===== config.mk =====
export PLATFORM = sky130hd
export DESIGN_NAME = fetch_unit
export DESIGN_NICKNAME = d
export VERILOG_FILES = /design/src/rtl/fetch_unit.sv
export SDC_FILE = /design/constraint.sdc
export NUM_CORES = 1
export LEC_CHECK = 0
export ABC_AREA = 1
export CAP_MARGIN = 20
export CORE_ASPECT_RATIO = 0.75
export CORE_MARGIN = 2
export CORE_UTILIZATION = 47
export CTS_CLUSTER_DIAMETER = 80
export CTS_CLUSTER_SIZE = 24
export DETAILED_ROUTE_END_ITERATION = 7
export PLACE_DENSITY = 0.77
export SETUP_SLACK_MARGIN = 0.5
export SLEW_MARGIN = 25
export SYNTH_ARGS = -nofsm -noshare
export SYNTH_HDL_FRONTEND = slang
export SYNTH_SLANG_ARGS = --single-unit

===== constraint.sdc =====
create_clock -name clock -period 1.7 [get_ports clock]
set_clock_uncertainty 0.05 [all_clocks]
set_input_delay 0.255 -clock clock [delete_from_list [all_inputs] [get_ports clock]]
set_output_delay 0.255 -clock clock [all_outputs]
set_load 0.01 [all_outputs]

===== src/rtl/fetch_unit.sv =====
// fetch_unit: AAP instruction fetch stage.
// Drives a word address to a synchronous instruction memory with 1-cycle read
// latency. Returned 16-bit words are assembled into 16- or 32-bit instructions,
// and each instruction is presented to decode together with its PC.
// Supports a downstream stall (rewind and re-fetch), branch redirect with flush,
// and a configurable reset vector.
// Optional feature macro: FETCH_LONG_INSN_EN. When it is defined, a word with
// bit 15 set starts a 32-bit instruction. When it is undefined, every word is a
// short instruction.

module fetch_unit #(
    parameter int unsigned          PC_WIDTH     = 20,
    parameter logic [PC_WIDTH-1:0]  RESET_VECTOR = {PC_WIDTH{1'b0}}
) (
    input  logic                clock,
    input  logic                reset,
    input  logic                stall_in,
    input  logic                branch_valid,
    input  logic [PC_WIDTH-1:0] branch_target,
    output logic [PC_WIDTH-1:0] imem_addr,
    input  logic [15:0]         imem_rdata,
    output logic [31:0]         insn_out,
    output logic [PC_WIDTH-1:0] insn_pc,
    output logic                insn_long,
    output logic                insn_valid
);

    localparam logic [PC_WIDTH-1:0] PC_ZERO = {PC_WIDTH{1'b0}};
    localparam logic [PC_WIDTH-1:0] PC_ONE  = {{(PC_WIDTH-1){1'b0}}, 1'b1};

    // Issue side: next address to present, and the word expected back this cycle.
    logic [PC_WIDTH-1:0] pc_q;
    logic [PC_WIDTH-1:0] pc_d;
    logic                req_valid_q;
    logic [PC_WIDTH-1:0] req_pc_q;

    // Registered decode-facing outputs.
    logic [15:0]         insn_lo_q;
    logic [PC_WIDTH-1:0] insn_pc_q;
    logic                insn_valid_q;

`ifdef FETCH_LONG_INSN_EN
    typedef enum logic [0:0] {
        ST_FIRST  = 1'b0,
        ST_SECOND = 1'b1
    } state_t;

    state_t              state_q;
    logic [15:0]         lo_word_q;
    logic [PC_WIDTH-1:0] lo_pc_q;
    logic [15:0]         insn_hi_q;
    logic                insn_long_q;
`endif

    // Next issue address: a branch redirects, a stall rewinds to the discarded word,
    // and otherwise the address advances (wrapping modulo 2^PC_WIDTH).
    always_comb begin
        pc_d = pc_q;
        if (branch_valid) begin
            pc_d = branch_target;
        end else if (stall_in) begin
            if (req_valid_q) begin
                pc_d = req_pc_q;
            end else begin
                pc_d = pc_q;
            end
        end else begin
            pc_d = pc_q + PC_ONE;
        end
    end

    // Fetch/assembly state machine. Priority: reset, then branch, then stall, then normal flow.
    always_ff @(posedge clock) begin
        if (reset) begin
            pc_q         <= RESET_VECTOR;
            req_valid_q  <= 1'b0;
            req_pc_q     <= PC_ZERO;
            insn_lo_q    <= 16'h0000;
            insn_pc_q    <= PC_ZERO;
            insn_valid_q <= 1'b0;
`ifdef FETCH_LONG_INSN_EN
            state_q      <= ST_FIRST;
            lo_word_q    <= 16'h0000;
            lo_pc_q      <= PC_ZERO;
            insn_hi_q    <= 16'h0000;
            insn_long_q  <= 1'b0;
`endif
        end else if (branch_valid) begin
            // The arriving word and any half-assembled instruction are dropped.
            pc_q         <= pc_d;
            req_valid_q  <= 1'b0;
            insn_valid_q <= 1'b0;
`ifdef FETCH_LONG_INSN_EN
            state_q      <= ST_FIRST;
`endif
        end else if (stall_in) begin
            // Outputs and assembly state hold, and the arriving word is re-fetched later.
            pc_q         <= pc_d;
            req_valid_q  <= 1'b0;
        end else begin
            pc_q         <= pc_d;
            req_pc_q     <= pc_q;
            req_valid_q  <= 1'b1;
            if (req_valid_q) begin
`ifdef FETCH_LONG_INSN_EN
                case (state_q)
                    ST_FIRST: begin
                        if (imem_rdata[15]) begin
                            lo_word_q    <= imem_rdata;
                            lo_pc_q      <= req_pc_q;
                            state_q      <= ST_SECOND;
                            insn_valid_q <= 1'b0;
                        end else begin
                            insn_lo_q    <= imem_rdata;
                            insn_hi_q    <= 16'h0000;
                            insn_pc_q    <= req_pc_q;
                            insn_long_q  <= 1'b0;
                            insn_valid_q <= 1'b1;
                        end
                    end
                    ST_SECOND: begin
                        // Bit 15 of the second half carries no meaning.
                        insn_lo_q    <= lo_word_q;
                        insn_hi_q    <= imem_rdata;
                        insn_pc_q    <= lo_pc_q;
                        insn_long_q  <= 1'b1;
                        insn_valid_q <= 1'b1;
                        state_q      <= ST_FIRST;
                    end
                    default: begin
                        state_q      <= ST_FIRST;
                        insn_valid_q <= 1'b0;
                    end
                endcase
`else
                insn_lo_q    <= imem_rdata;
                insn_pc_q    <= req_pc_q;
                insn_valid_q <= 1'b1;
`endif
            end else begin
                insn_valid_q <= 1'b0;
            end
        end
    end

    assign imem_addr  = pc_q;
    assign insn_pc    = insn_pc_q;
    assign insn_valid = insn_valid_q;
`ifdef FETCH_LONG_INSN_EN
    assign insn_out   = {insn_hi_q, insn_lo_q};
    assign insn_long  = insn_long_q;
`else
    assign insn_out   = {16'h0000, insn_lo_q};
    assign insn_long  = 1'b0;
`endif

endmodule


==> results of run 1 <==
==> per-layer routing <==
| layer | up-vias | part of all wire [%] | global-route usage [%] |
|---|---|---|---|
| li1 | 1963 | - | - |
| met1 | 1890 | 42 | 34.6 |
| met2 | 199 | 48 | 45.5 |
| met3 | 16 | 9.0 | 6.66 |
| met4 | 0 | 1.3 | 8.05 |
| met5 | - | 0 | 0 |
==> timing repair <==
item	CTS	global route
endpoints found under the hold margin	0	0
setup buffers	29	11
pin swaps	19	22
gates cloned	1	0
gates resized for setup	302	38
setup endpoints to repair	134	70
==> registers in the layout (all words and copies together) (netlist names) <==
signal,cells
imem_addr,20
insn_lo_q,16
insn_pc,20
insn_valid,1
req_pc_q,20
req_valid_q,1
==> final cells by class <==
cell class,instances,share of cell area (%)
multi-input combinational,366,34.5
tap,105,2.39
inverter,48,3.64
clock inverter,5,1.05
sequential,78,30.3
timing repair buffer,165,25.6
clock buffer,11,2.57
==> stage by stage <==
stage	power [W]	setup WS [ps]
2_1_floorplan	0.00238	378
3_3_place_gp	0.00267	-46.7
3_5_place_dp	0.00269	-179
4_1_cts	0.00413	277
5_1_grt	0.00434	139
6_report	0.00419	196
==> worst max path at each step <==
stage	endpoint	from	slack (ps)
3_5_place_dp	insn_pc[17]$_SDFFE_PP0P_	branch_valid	-180
5_1_grt	imem_addr[16]$_SDFFE_PP0P_	imem_addr[0]$_SDFFE_PP0P_	140
6_report	imem_addr[8]$_SDFFE_PP0P_	imem_addr[0]$_SDFFE_PP0P_	200
2_1_floorplan	imem_addr[16]$_SDFFE_PP0P_	imem_addr[1]$_SDFFE_PP0P_	380
3_3_place_gp	imem_addr[15]$_SDFFE_PP0P_	branch_valid	-50
4_1_cts	imem_addr[16]$_SDFFE_PP0P_	imem_addr[0]$_SDFFE_PP0P_	280
==> cells in the final DEF (no fill, tap or decap), drive strengths merged <==
master,n
a211oi,12
a21oi,48
a22oi,1
a31oi,5
buf,122
bufbuf,1
bufinv,1
clkbuf,13
clkdlybuf4s15,2
clkdlybuf4s50,37
clkinv,2
clkinvlp,1
conb,17
dfxtp,78
dlygate4sd2,1
ha,1
inv,49
nand2,76
nand3,19
nand4,4
nor2,106
nor3,3
o21ai,68
o21bai,5
or2,1
==> kinds of logic after synthesis <==
kind of cell,synth area share (%)
AND/OR/NAND/NOR,24.1
AO/OA/AOI/OAI,20.7
buffers and inverters,12.7
flip-flops,42.1
adder cells (fa/ha/maj),0.337
other,0.101
==> worst reg2reg max path: stages, from the launching register on <==
cell	delay [ps]
dfxtp_4	400
ha_4	150
nand2_4	50
nor2_4	150
nand2_2	100
buf_4	140
buf_6	100
a31oi_1	160
a21oi_1	90
==> cells in the mapped netlist, drive strengths merged <==
cell type and count:
a21oi 48, nand4 4, clkbuf 8, buf 35, ha 1, nor3 3
dfxtp 78, conb 1, o21bai 5, nand3 19, nand2 76, or2 1
inv 48, o21ai 68, a31oi 5, a211oi 12, a22oi 1, nor2 106
==> power by group <==
group          total (W)  internal (W)  switching [W]
clock            0.00145      0.000721       0.000734
combinational   0.000746      0.000364       0.000382
sequential       0.00199       0.00191      0.0000815
==> results.md, run 1 <==
Outcome:
- The flow ran to the end, and the final reports show no timing, DRC or antenna violations.

GRT:
- For this run the aggregate overflow at the end of global routing stands at 0.
- The maximum number of pins on one net before global-route repair is 37.
- The number of global-route vias before repair is 3765.
- The global-route wire length before repair is 18400 um.
- The initial antenna violation count is 0.
- In the global route stage, overall resource usage came out at 27.0%.

Layout:
- At the end of the flow the core is filled with cells to 70.8%.
- The filler cells instantiated in the layout total 610.
- Once layout is done, the placed cells without fillers occupy 0.00550 sq mm.
- The number of non-filler instances in the completed layout is 778.
- The repair_antennas step left the layout with diodes totalling 0.
- The sequential cell area is 0.00167 sq mm.
- For this run, the post-layout net count is 709.
- In the final layout, the multi-input gates occupy 0.00190 sq mm.
- The synthesis-to-layout area growth is 48.3%.
- The post-route netlist has 35.8% of its cells at a drive strength greater than 1.

Synthesis:
- Ranked by total cell area, the synthesized netlist is headed by dfxtp_1, nor2_1, nand2_1, a21oi_1, o21ai_1.
- The synthesized area divided by synthesized cell count is 7.15 sq um.
- The number of distinct library cell variants in the gate-level netlist after synthesis is 29.
- The mapped cell area is 0.00371 sq mm.
- The number of storage elements in the synthesis netlist is 78.
- The biggest area contributor in the post-synthesis netlist is dfxtp_1.
- Sequential cells were found to cover 42.1% of the synthesized design area.
- The number of synthesis warnings is 0.
- The area share of the largest cell type after synthesis is 42.1%.
- Synthesis handed over a netlist of 519 instances.

Setup path:
- The class of the most critical setup path is reg -> reg.
- STA puts the critical path data arrival time at 1700 ps.
- The cell type group with the largest total delay on the critical path is flip-flops.
- In this run the number of cells on the critical path is 8.
- The end of the worst register-to-register path is imem_addr[8]$_SDFFE_PP0P_.
- The critical path goes through ha_4 -> nand2_4 -> nor2_4 -> nand2_2 -> buf_4 -> buf_6 -> a31oi_1 -> a21oi_1.
- The slowest stage of the critical path belongs to the cell dfxtp_4.
- The kind of end point of the critical path is a flip-flop.
- Counting both buffers and inverters, the worst setup path holds a total of 2.
- The reg-to-reg startpoint is imem_addr[0]$_SDFFE_PP0P_.
- The type of element launching the critical path is a flip-flop.
- On the worst path, the slowest cell contributes a delay of 400 ps.
- Along the worst path, the maximum fanout reaches 4.
- Data on the critical path is required at its endpoint by 1900 ps.
- The slack of the worst reg-to-reg path is 200 ps.
- The depth of the most critical reg-to-reg path is 8.

Clock tree:
- CTS placed an instance of clkbuf_8 at the clock tree root.
- The TritonCTS buffer count is 9.
- The maximum count of clock buffers along a single path is 2.
- The sink count of the clock tree is 78.
- TritonCTS built the clock tree.
- For this design, the CTS-stage hold fixing added 0 buffers.
- The clock transition time at the flip-flop clock pins of the worst setup and hold paths is 90 ps.
- The CTS H-tree depth is 3.
- The clock network latency to the later pin of the worst-skew pair is 360 ps.

Min path:
- The count of cells along the worst hold path is 3.
- The destination of the worst hold path is insn_valid$_SDFFE_PP0N_.
- The worst hold path class is in -> reg.
- The worst hold path begins at branch_valid.

Power:
- The worst-case IR drop observed on VDD is 457 uV.
- The leakage power figure is 2.53 nW.
- For this design the ratio of total power to cell area is 762 mW/mm^2.

STA:
- The minimum clock period after layout is 1500 ps.
- The timing-limited maximum frequency is 665 MHz.
- The hold slack is 273 ps.
- Setup repair after global routing could not meet its margin everywhere.
- The final count of hold timing violations is 0.
- After routing, the total negative slack on setup checks comes to 0 ps.
- In the finished design, the share of the clock period the worst path needs comes to 88.5%.
- The max-slew violation total from the final report is 0.
- The count of endpoints failing setup in the final report is 0.

Floorplan:
- From left edge to right edge, the die measures 107 um.
- The vertical die dimension is 81.0 um.
- The die footprint is 0.00863 sq mm.
- The initial utilization of the core area, before any placement, comes to 47.7%.
- The site row count is 28.
- The area of the placeable core is 0.00778 sq mm.
- The number of top-level pins is 114.

Routing:
- Wires add up to 11800 um.
- After detailed routing, the average wire length per cell comes to 15.2 um.
- The residual antenna-violating net count after detailed routing is 0.
- Across all layers, the routed design uses 4068 vias.
- The pre-antenna-repair detailed-routing pass consisted of 5 iterations.
- The detail-routed via count per cell is 5.23.
- For this run, design rule violations remaining after detail routing come to 0.
- The count of routing violations after the opening detailed-route iteration is 216.

Place:
- Routability-driven placement finished with a final weighted congestion of 0.872.
- The HPWL after detailed placement is 7610 um.
- Counting tap cells, the placed design contains a total of 721 instances.
- The area after detailed placement is 0.00493 sq mm.
- The number of I/O port buffers is 96.

Run:
- The reported max-cap violation count is 0.
(Power assumes the default switching activity.)
==> run 2, diff against run 1 <==
==> constraint.sdc (replaced) <==
create_clock -name clock -period 1.68 [get_ports clock]
set_clock_uncertainty 0.05 [all_clocks]
set_input_delay 0.252 -clock clock [delete_from_list [all_inputs] [get_ports clock]]
set_output_delay 0.252 -clock clock [all_outputs]
set_load 0.01 [all_outputs]
==> run 2 against run 1 <==
Non-clock buffer count grew 11. Register-to-register slack better by 20 ps. Utilization is 3.7 points higher. Sequential share of layout area is 1.4 points lower. Largest cell class unchanged. Largest power group unchanged.
==> results.md, run 2 (synthesized netlist as in run 1, its figures left out) <==
Layout:
- The fraction of layout cells with a size suffix above 1 is 41.7% (+5.9 points).
- The utilization after layout is 74.5% (+3.7 points).
- The post-layout net count is 720 (+1.6%).
- The number of antenna diodes is 0 (unchanged).
- The most frequent standard cell in the layout excluding fill and tap cells is nor2_1.
- The total non-filler cell area in the finished layout is 0.00579 sq mm (+5.3%).
- The synthesis-to-layout area growth is 56.1%.
- In the layout the commonest cells are nor2_1, nand2_1, buf_4.
- The number of non-filler instances in the completed layout is 789 (+1.4%).

Power:
- The switching power as a share of total power is 30.3% (+1.8 points).
- The leakage power figure is 2.60 nW (+3.1%).
- The part of the power in combinational logic is 19.1% (+1.3 points).
- The sequential fraction of design power is 47.9% (+0.4 points).
- The largest voltage drop on the vdd net came to 645 uV (+41%).
- The overall power consumption is 0.00422 W (+0.59%).
- The internal power is 0.00294 W (-2.0%).
- The ratio of total power to cell area is 728 mW/mm^2 (-4.5%).
- The proportion of power drawn by the clock network came to 33.0% (-1.7 points).
- The total net switching power came to 0.00128 W (+7.0%).

Clock tree:
- TritonCTS built the clock tree.
- The CTS H-tree depth came to 3 (unchanged).
- The clock network latency to the later pin of the worst-skew pair is 370 ps (about the same).
- The maximum count of clock buffers along a single path is 2 (unchanged).
- The root buffer cell chosen for the clock tree is clkbuf_8.
- The TritonCTS buffer count is 9 (unchanged).
- The clock transition time at the flip-flop clock pins of the worst setup and hold paths is 90 ps (about the same).
- The count of hold-fix buffers inserted at cts is 0 (unchanged).
- The sink count of the clock tree is 78 (unchanged).

Floorplan:
- The area of the placeable core is 0.00778 sq mm (unchanged).
- The die width is 107 um (unchanged).
- The site row count came to 28 (unchanged).
- The number of top-level pins is 114 (unchanged).
- The starting utilization of the core area came to 47.7% (unchanged).
- The vertical die dimension came to 81.0 um (unchanged).
- The die footprint is 0.00863 sq mm (unchanged).

Setup path:
- The reg-to-reg startpoint is imem_addr[0]$_SDFFE_PP0P_.
- The maximum fanout along the worst path was 4 (unchanged).
- The required time reported for the critical path endpoint came to 1890 ps (about the same).
- The largest stage delay on the critical path is 400 ps (about the same).
- The type of element launching the critical path is a flip-flop.
- The kind of end point of the critical path is a flip-flop.
- The cell type group with the largest total delay on the critical path is flip-flops.
- The depth of the most critical reg-to-reg path is 8 (unchanged).
- The class of the most critical setup path is reg -> reg.
- The signal on the critical path passes through ha_4 -> nand2_4 -> nor2_4 -> nand2_2 -> buf_4 -> buf_4 -> a31oi_4 -> a21oi_2.
- The critical path's slowest cell is dfxtp_4.
- The endpoint arrival time on the critical path is 1670 ps (-30 ps).
- The slack of the worst reg-to-reg path is 220 ps (+20 ps).
- The end of the worst register-to-register path is imem_addr[8]$_SDFFE_PP0P_.
- The cell that appears most often on the critical path is buf_4.
- The buffer and inverter count on the worst path is 2 (unchanged).

Routing:
- The mean routed wirelength per cell came to 15.6 um (+2.7%).
- The total iterations of the first detailed-routing run is 4 (-1).
- The detailed-route via count is 4133 (+1.6%).
- The count of routing violations after the opening detailed-route iteration is 304 (+41%).
- The residual antenna-violating net count after detailed routing is 0 (unchanged).
- The final routed DRC violation total was 0 (unchanged).
- The wire length reported by the detailed router came to 12300 um (+4.1%).
- The detail-routed via count per cell is 5.24 (+0.18%).

GRT:
- The initial antenna violation count is 0 (unchanged).
- The number of global-route vias before repair came to 3918 (+4.1%).
- The aggregate global routing overflow is 0 (unchanged).
- The maximum number of pins on one net before global-route repair is 28 (-24%).
- The overall routing resource usage is 27.0% (-0.029 points).
- The global-route wire length before repair is 18400 um (-0.19%).

STA:
- The sum of negative setup slack came to 0 ps (unchanged).
- The minimum clock period after layout came to 1460 ps (-43.7 ps).
- The ratio of final minimum period to clock period is 86.9% (-1.5 points).
- The final count of hold timing violations came to 0 (unchanged).
- Setup repair after global routing could not meet its margin everywhere.
- The max-slew violation total from the final report came to 0 (unchanged).
- The count of endpoints failing setup in the final report was 0 (unchanged).
- The timing-limited maximum frequency is 685 MHz (+3.0%).

Place:
- The area after detailed placement is 0.00494 sq mm (+0.36%).
- The total half-perimeter wirelength after legalization and detailed placement is 7310 um (-3.9%).
- The instance count after placement with tap cells included was 723 (+0.28%).
- The number of I/O port buffers is 96 (unchanged).
- The final weighted congestion in routability-driven placement is 0.895 (+2.6%).

Min path:
- The count of cells along the worst hold path is 3 (unchanged).
- The path class of the tightest hold or removal check is in -> reg.
- The startpoint identified for the worst hold timing path is branch_valid.
- The worst hold path terminates at insn_valid$_SDFFE_PP0N_.

Run:
- The reported max-cap violation count is 0 (unchanged).

Outcome:
- The flow ran to the end, and the final reports show no timing, DRC or antenna violations.
[run 2: cell count changes in the layout (fill, tap and decap cells not counted), moves of 5 or more]
cell     change
nor2_4       -5
nor2_2       +9
dfxtp_1      -5
a21oi_2      +7
o21ai_1     -16
buf_2        -7
buf_6       +13
o21ai_2     +16
a21oi_1      -8
[run 2: layer usage]
layer | global-route usage (%) | vias up | share of wire (%)
met1 | 34.5 | 1916 | 42
li1 | - | 1987 | -
met4 | 8.31 | 0 | 1.9
met2 | 44.8 | 205 | 48
met5 | 0 | - | 0
met3 | 7.30 | 25 | 7.9
[run 2: cell type report]
type / instances / area [sq um]
fill: 556 / 1980
multi-input combinational: 366 / 1980
sequential: 78 / 1680
timing repair buffer: 176 / 1620
inverter: 48 / 200
clock buffer: 10 / 138
tap: 105 / 131
clock inverter: 6 / 51.3
[run 2: how the worst max path moves through the flow]
stage,slack [ps],from,end,cells past startpoint
6_report,220,imem_addr[0]$_SDFFE_PP0P_,imem_addr[8]$_SDFFE_PP0P_,8
3_5_place_dp,-90,branch_valid,insn_pc[16]$_SDFFE_PP0P_,7
5_1_grt,110,imem_addr[0]$_SDFFE_PP0P_,imem_addr[16]$_SDFFE_PP0P_,10
2_1_floorplan,360,imem_addr[1]$_SDFFE_PP0P_,imem_addr[16]$_SDFFE_PP0P_,10
3_3_place_gp,-40,branch_valid,imem_addr[10]$_SDFFE_PP0P_,8
4_1_cts,270,imem_addr[0]$_SDFFE_PP0P_,imem_addr[16]$_SDFFE_PP0P_,10
[run 2: power groups by stage]
| stage | clock network [W] | logic, W | registers, W |
|---|---|---|---|
| 2_1_floorplan | 0 | 0.000334 | 0.00207 |
| 3_3_place_gp | 0 | 0.000642 | 0.00206 |
| 3_5_place_dp | 0 | 0.000655 | 0.00207 |
| 4_1_cts | 0.00140 | 0.000711 | 0.00201 |
| 5_1_grt | 0.00148 | 0.000872 | 0.00203 |
| 6_report | 0.00139 | 0.000805 | 0.00202 |
[run 2: worst register-to-register path: cells and delay by family, from the launching register on]
| family | cells | cell delay, ps |
|---|---|---|
| adder cells (fa/ha/maj) | 1 | 170 |
| AND/OR/NAND/NOR | 3 | 300 |
| buffers and inverters | 2 | 270 |
| flip-flops | 1 | 400 |
| AO/OA/AOI/OAI | 2 | 180 |
[run 2: repair_timing]
item                                    4_1_cts  5_1_grt
pin swaps                                    16       13
cloned                                        1        3
buffers inserted                             34       12
endpoints found under the setup margin      134       67
gates resized for setup                     304       76
[run 2: metrics by stage]
stage / hold WS [ps] / worst slack (ps)
after global routing: 312 / 115
final: 304 / 220
after CTS: 404 / 270
after detailed placement: 409 / -85.6
after floorplan: 337 / 358
after global placement: 401 / -38.1
